<file path="config.mk">
export PLATFORM = sky130hd
export DESIGN_NAME = hazard_ctrl
export DESIGN_NICKNAME = d
export VERILOG_FILES = /design/src/rtl/hazard_ctrl.sv
export SDC_FILE = /design/constraint.sdc
export NUM_CORES = 1
export LEC_CHECK = 0
export ABC_CLOCK_PERIOD_IN_PS = 1900
export CAP_MARGIN = 20
export CORE_MARGIN = 1.5
export CORE_UTILIZATION = 40
export DETAILED_ROUTE_END_ITERATION = 10
export PLACE_DENSITY_LB_ADDON = 0.05
export SETUP_SLACK_MARGIN = 0.15
export SYNTH_ARGS = -nofsm -noshare
export SYNTH_HDL_FRONTEND = slang
export SYNTH_SLANG_ARGS = --single-unit
</file>
<file path="constraint.sdc">
create_clock -name clk -period 1.9 [get_ports clk]
set_input_delay 0.285 -clock clk [delete_from_list [all_inputs] [get_ports clk]]
set_output_delay 0.285 -clock clk [all_outputs]
set_load 0.01 [all_outputs]
</file>
<file path="src/rtl/hazard_ctrl.sv">
// Pipeline hazard sequencer: load-use stall, branch flush (resolved in MEM), mem-busy freeze.
// Optional perf counters when HAZARD_PERF_EN is defined; control outputs are Mealy, forced to defaults in reset.
module hazard_ctrl #(
  parameter int MAX_WAIT = 16
`ifdef HAZARD_PERF_EN
  ,
  parameter int CNT_W = 32
`endif
) (
  input  logic       clk,
  input  logic       reset,
  input  logic [4:0] ifid_rs1,
  input  logic [4:0] ifid_rs2,
  input  logic       ifid_use_rs2,
  input  logic       idex_memread,
  input  logic [4:0] idex_rd,
  input  logic       branch_taken,
  input  logic       mem_busy,
  output logic       pc_write,
  output logic       ifid_write,
  output logic       ifid_flush,
  output logic       idex_bubble,
  output logic       exmem_flush,
  output logic       pipe_freeze,
  output logic       timeout_err,
  output logic [1:0] state_o
`ifdef HAZARD_PERF_EN
  ,
  output logic [CNT_W-1:0] stall_cnt,
  output logic [CNT_W-1:0] flush_cnt,
  output logic [CNT_W-1:0] wait_cnt_tot
`endif
);

  typedef enum logic [1:0] {RUN = 2'd0, MEM_WAIT = 2'd1, FLUSH = 2'd2} state_t;

  localparam logic [7:0] MAX_W = 8'(MAX_WAIT);

  state_t     state;
  logic [7:0] wait_cnt;
  logic [7:0] wait_inc;
  logic       load_use;
  logic       do_freeze;
  logic       do_flush;
  logic       do_stall;

  assign load_use = idex_memread && (idex_rd != 5'd0) &&
                    ((idex_rd == ifid_rs1) || (ifid_use_rs2 && (idex_rd == ifid_rs2)));

  // In FLUSH the branch is already squashed in EX_MEM, so it must not re-flush.
  always_comb begin
    do_freeze = 1'b0;
    do_flush  = 1'b0;
    do_stall  = 1'b0;
    if (!reset) begin
      if (mem_busy)
        do_freeze = 1'b1;
      else if (branch_taken && (state != FLUSH))
        do_flush = 1'b1;
      else if (load_use)
        do_stall = 1'b1;
    end
  end

  assign pc_write    = !(do_freeze || do_stall);
  assign ifid_write  = !(do_freeze || do_stall);
  assign ifid_flush  = do_flush;
  assign idex_bubble = do_flush || do_stall;
  assign exmem_flush = do_flush;
  assign pipe_freeze = do_freeze;
  assign state_o     = state;

  assign wait_inc = (wait_cnt >= MAX_W) ? wait_cnt : wait_cnt + 8'd1;

  always_ff @(posedge clk or posedge reset) begin
    if (reset) begin
      state       <= RUN;
      wait_cnt    <= 8'd0;
      timeout_err <= 1'b0;
    end else if (do_freeze) begin
      state <= MEM_WAIT;
      if (state == MEM_WAIT) begin
        wait_cnt <= wait_inc;
        if (wait_inc == MAX_W)
          timeout_err <= 1'b1;
      end else begin
        wait_cnt <= 8'd1;
        if (MAX_W == 8'd1)
          timeout_err <= 1'b1;
      end
    end else begin
      wait_cnt <= 8'd0;
      state    <= do_flush ? FLUSH : RUN;
    end
  end

`ifdef HAZARD_PERF_EN
  always_ff @(posedge clk or posedge reset) begin
    if (reset) begin
      stall_cnt    <= '0;
      flush_cnt    <= '0;
      wait_cnt_tot <= '0;
    end else begin
      if (do_stall)
        stall_cnt <= stall_cnt + 1'b1;
      if (do_flush)
        flush_cnt <= flush_cnt + 1'b1;
      if (state == MEM_WAIT)
        wait_cnt_tot <= wait_cnt_tot + 1'b1;
    end
  end
`endif

endmodule

</file>
; ---- Yosys cells after proc, flatten, opt, wreduce, memory -nomap -nowiden
; Index checks and enable logic that the tools add are counted.
[op_classes]
muxes = 14
magnitude_cmp = 1
addsub = 1
n_eq_ne = 5
n_reduce_logical = 10
[op_table]
columns = op, n
row1 = $mux 8, 3
row2 = $eq 5x5->1, 2
row3 = $mux 1, 9
row4 = $add 8x1->8 const B, 1
row5 = $eq 8x5->1 const B, 1
row6 = $ge 8x5->1 const B, 1
row7 = $reduce_bool 5->1, 1
row8 = $logic_and 1x1->1, 4
row9 = $mux 2, 2
row10 = $logic_or 1x1->1, 3
row11 = $reduce_and 3->1, 1
row12 = $eq 2x1->1 const B, 1
row13 = $ne 2x2->1 const B, 1
row14 = $logic_not 1->1, 1
[word_totals]
regBits = 11
output_inout_bits = 9
inputBits = 21

; ---- Logic depth before layout (Yosys ltp)
[depth]
word_depth = 10
ltp_mapped = 6
ltp_nobuf = 6

; ---- Worst setup path after synthesis
; Ideal clock, no wire load.
[synth_path]
path_type = in2out
from = input idex_rd[1]
to = output pc_write
t_arrival_ns = 1.486
required_ns = 1.615
path_stages = 4
path_buffers = 1
slack_ns = 0.129
cell_sequence = or4_1 o2111a_1 a21oi_1 buf_4
[synth_via]
elab_chain_len = 10
elab_cells_between_ends = 13
[synth_lines]
columns = item, line_no
row1 = "start, declared", 16  ; input logic [4:0] idex_rd,
row2 = $eq 5x5->1, 48  ; ((idex_rd == ifid_rs1) || (ifid_use_rs2 && (idex_rd == ifid_rs2)));
row3 = $logic_and 1x1->1, 48
row4 = $logic_or 1x1->1, 48
row5 = $logic_and 1x1->1 (*), 47  ; assign load_use = idex_memread && (idex_rd != 5'd0) &&
row6 = $mux 1 (*), 60  ; else if (load_use)
row7 = $mux 1 (*), 58  ; else if (branch_taken && (state != FLUSH))
row8 = $mux 1 (*), 56  ; if (mem_busy)
row9 = $mux 1 (*), 55  ; if (!reset) begin
row10 = $logic_or 1x1->1 (*), --
row11 = $logic_not 1->1 (*), --
row12 = "end, declared", 19  ; output logic pc_write,
; Mark *: on every way between the ends. The rest lies on a longest branch, timed or not.

; ---- Worst setup path after layout
[layout_path]
from = input idex_rd[4]
to = output idex_bubble
[layout_via]
elab_chain_len = 9
elab_cells_between_ends = 12
[layout_lines]
columns = item, line_no
row1 = $eq 5x5->1, 48
row2 = $logic_and 1x1->1, 48
row3 = $logic_or 1x1->1, 48
row4 = $logic_and 1x1->1 (*), 47
row5 = $mux 1 (*), 60
row6 = $mux 1 (*), 58
row7 = $mux 1 (*), 56
row8 = $mux 1 (*), 55
row9 = $logic_or 1x1->1 (*), 68  ; assign idex_bubble = do_flush || do_stall;
row10 = "end, declared", 22  ; output logic idex_bubble,
; Marked as above.

==> results <==
- In this run the number of H-tree levels came out at 1.
- The launch point of the worst hold path is timeout_err.
- The power density of the placed cells is 493 nW/µm².
- Walking the worst path, the cells encountered are buf_6 -> or4_4 -> o2111a_1 -> a21o_1 -> buf_2.
- The die covers 1950 µm².
- The worst setup path is of the in -> out kind.
- The worst path arrival time is 1.45 ns.
- The chip width is 44.1 µm.
- Leaving out fill and tap cells, the most frequent cell in the layout is sky130_fd_sc_hd__dlygate4sd2_1.
- The final global-route overflow total is 0.
- Measured against its own limit, the worst slew margin works out to 72.6%.
- In the layout the commonest cells are 13 x sky130_fd_sc_hd__dlygate4sd2_1, 12 x sky130_fd_sc_hd__xnor2_1, 11 x sky130_fd_sc_hd__dfrtp_1.
- The kind of path behind the tightest hold check is reg -> reg.
- The slowest stage of the critical path is the sky130_fd_sc_hd__or4_4 cell.
- The final RePlAce weighted congestion is 0.745.
- The area of the placeable core is 1540 µm².
- The top cell type by area accounts for 40.7% of the synthesized area.
- At the worst endpoint, the required time is 1.62 ns.
- Ranked by total cell area, the synthesized netlist is headed by sky130_fd_sc_hd__dfrtp_1 41%, sky130_fd_sc_hd__xnor2_1 16%, sky130_fd_sc_hd__nor2_1 3.9%.
- The final critical-path share of the clock period is 91.3%.
- The worst setup path is launched from an input pin.
- The initial utilization of the core area, before any placement, comes to 43.9%.
- The register cell area after layout is 275 µm².
- The fraction of layout cells with a size suffix above 1 is 24.5%.
- The total global routing track utilization is 18.2%.
- For this design, the sink count on the clock tree is 11.
- The maximum count of clock buffers along a single path is 2.
- The number of inserted diodes is 0.
- The filler-free cell count of the finished design is 126.
- The number of DRC markers after the initial detailed-route iteration is 4.
- The fill cell total of the finished layout is 133.
- The most used flip-flop cell after synthesis is sky130_fd_sc_hd__dfrtp_1.
- The number of global-route vias before repair is 609.
- The instance area at placement is 1040 µm².
- Including well taps, the total number of placed cells is 121.
- The floorplan step set the die height to 44.1 µm.
- The critical path starts at idex_rd[4].
- The number of flops mapped to enable cells by yosys is 0.
- The final max-slew violation count is 0.
- After synthesis, the netlist uses 27 different library cells.
- In this run, CTS created clock tree buffers numbering 3.
- Summed over all cells, the static leakage comes to 0.513 nW.
- Entering global routing, the biggest net connects 12 pins.
- The number of max-cap violations is 0.
- Summing the sequential cell areas from Yosys gives 40.7% of the chip area.
- Once routing completed, OpenROAD measured the worst setup slack at 0.166 ns.
- The number of flip-flops and latches in the synthesized netlist is 11.
- The worst setup path is captured at an output port.
- The total of hold buffers inserted after clock tree synthesis is 0.
- Counting both buffers and inverters, the worst setup path holds a total of 2.
- The area overhead of the layout relative to synthesis is 56.0%.
- Setup repair after global routing could not meet its margin everywhere.
- The startpoint of the worst register-to-register path is wait_cnt[6].
- Of all flip-flops after synthesis, the portion carrying an async set or reset was 100%.
- The initial antenna violation count is 0.
- The cell area after layout is 1060 µm².
- The cell area that synthesis handed to floorplanning was 677 µm².
- During synthesis, Yosys emitted a total of 0 warnings.
- For the pin with the worst max-slew slack, the measured transition is 0.411 ns.
- The cell count after synthesis came out at 69.
- The routed layout has 616 vias.
- In the routed layout, each cell is associated on average with a via count of 4.89.
- After clock tree synthesis, the clock-pin slew on the worst setup and hold paths is 0.07 ns.
- The number of I/O pins is 30.
- After detailed routing, the number of remaining DRC violations is 0.
- At the end of the flow, the number of nets in the layout was 134.
- The run finished with clean final reports.
- The total of endpoints with negative setup slack in the final report is 0.
- The first detailed-routing pass ran for 3 iterations.
- The post-synthesis area per instance is 9.81 µm².
- Buffers placed on the I/O ports in this run total 29.
- The post-placement setup slack is -0.617 ns.
- The routed design could run at a clock period as short as 1.73 ns.
- Row generation in the floorplan step produced 14 rows.
- The clock insertion delay at the later pin of the skew report is 0.27 ns.
- The routed wire length is 1.48 mm.
- The largest clock skew in the final design is 0.00262 ns.
- The final number of hold-violating endpoints is 0.
- The wire length of the first global-routing pass is 2.55 mm.
- In this design, the stage delay of the slowest critical-path cell is 0.52 ns.
- The cell accounting for the most synthesized area is sky130_fd_sc_hd__dfrtp_1.
- The area used by multi-input combinational logic is 397 µm².
- Timing would allow up to 577 MHz.
- Detailed placement ended at an HPWL of 1.20 mm.
- The category of cells accounting for the largest share of critical-path delay is simple AND/OR/NAND/NOR gates.
- The number of nets still failing antenna checks after routing is 0.
- The number of nets in the synthesized netlist is 92.
- The peak fanout along the critical path is 2.
- The CTS tree is built.
- The clock tree root driver cell is sky130_fd_sc_hd__clkbuf_4.
- The worst IR drop on VDD is 476 µV.
- Dividing the detail-routed wire length by the instance count gives 11.7 µm.
-- sequential cells by signal, summed over array words and instances, names as in the netlist --
register     cells
wait_cnt         8
timeout_err      1
state_o          2
-- cells by family (layout without fill, tap and decap cells) --
group	count (synthesis)	after routing	synth area share [%]
AO/OA/AOI/OAI	10	10	10.7
XOR/XNOR	14	14	18.1
adder cells (fa/ha/maj)	2	2	3.70
buffers and inverters	6	47	4.43
flip-flops	11	11	40.7
AND/OR/NAND/NOR	26	26	22.4
-- metal layers --
layer	up-vias	part of all wire (%)	wire length (µm)	global-route usage [%]
li1	319	-	-	-
met1	282	44	650	22.6
met2	15	51	755	29.1
met3	0	4.7	69	6.12
met4	0	0	0	7.27
met5	-	0	0	0
-- synthesized netlist by cell type, types with 2 or more instances --
library cell / instances
sky130_fd_sc_hd__xnor2_1: 12
sky130_fd_sc_hd__dfrtp_1: 11
sky130_fd_sc_hd__nor2_1: 7
sky130_fd_sc_hd__inv_1: 4
sky130_fd_sc_hd__and3_1: 3
sky130_fd_sc_hd__nand2_1: 3
sky130_fd_sc_hd__nor3_1: 3
sky130_fd_sc_hd__a21oi_1: 2
sky130_fd_sc_hd__buf_4: 2
sky130_fd_sc_hd__ha_1: 2
sky130_fd_sc_hd__nand4_1: 2
sky130_fd_sc_hd__nor2b_1: 2
sky130_fd_sc_hd__xor2_1: 2
-- worst reg2reg max path: stages (launching register included) --
cell and delay (ns):
sky130_fd_sc_hd__dfrtp_1 0.41, sky130_fd_sc_hd__nor4_4 0.38, sky130_fd_sc_hd__nand4_1 0.16, sky130_fd_sc_hd__xor2_1 0.18
sky130_fd_sc_hd__a41o_1 0.23
-- timing repair --
action,in CTS,in global routing
pin swaps,17,4
gates resized for setup,45,3
setup endpoints to repair,6,3
setup buffers,1,0
-- final timing paths --
| kind | end | slack, ns | depth (start not counted) |
|---|---|---|---|
| min in group asynchronous | state_o[1] | 0.52 | 3 |
| max in group asynchronous | wait_cnt[0] | 1.09 | 3 |
| worst max-delay path | idex_bubble | 0.17 | 5 |
| worst min register to register | timeout_err | 0.47 | 1 |
| worst max register to register | timeout_err | 0.42 | 4 |
| worst min-delay path | timeout_err | 0.47 | 1 |
-- power breakdown --
group	internal (mW)	leakage, nW	switching, mW
Sequential	0.237	0.151	0.00334
Combinational	0.0715	0.347	0.0493
Clock	0.0813	0.0150	0.0779
-- final cells by class --
cell class,count,share of cell area [%]
Multi-Input combinational cell,52,37.6
Timing Repair Buffer,39,30.6
Sequential cell,11,26.1
Clock buffer,4,2.49
Tap cell,16,1.90
Inverter,4,1.42
-- stage by stage --
step	hold slack [ns]	TNS (ns)	power [mW]	util, %
after floorplan	0.137	0	0.294	-
after global placement	0.453	-2.14	0.375	67.7
after detailed placement	0.459	-2.13	0.377	67.7
after CTS	0.469	0	0.529	68.4
after global routing	0.475	0	0.556	68.5
final	0.466	0	0.521	68.5
No activity file was read; power rests on OpenSTA's default activity.
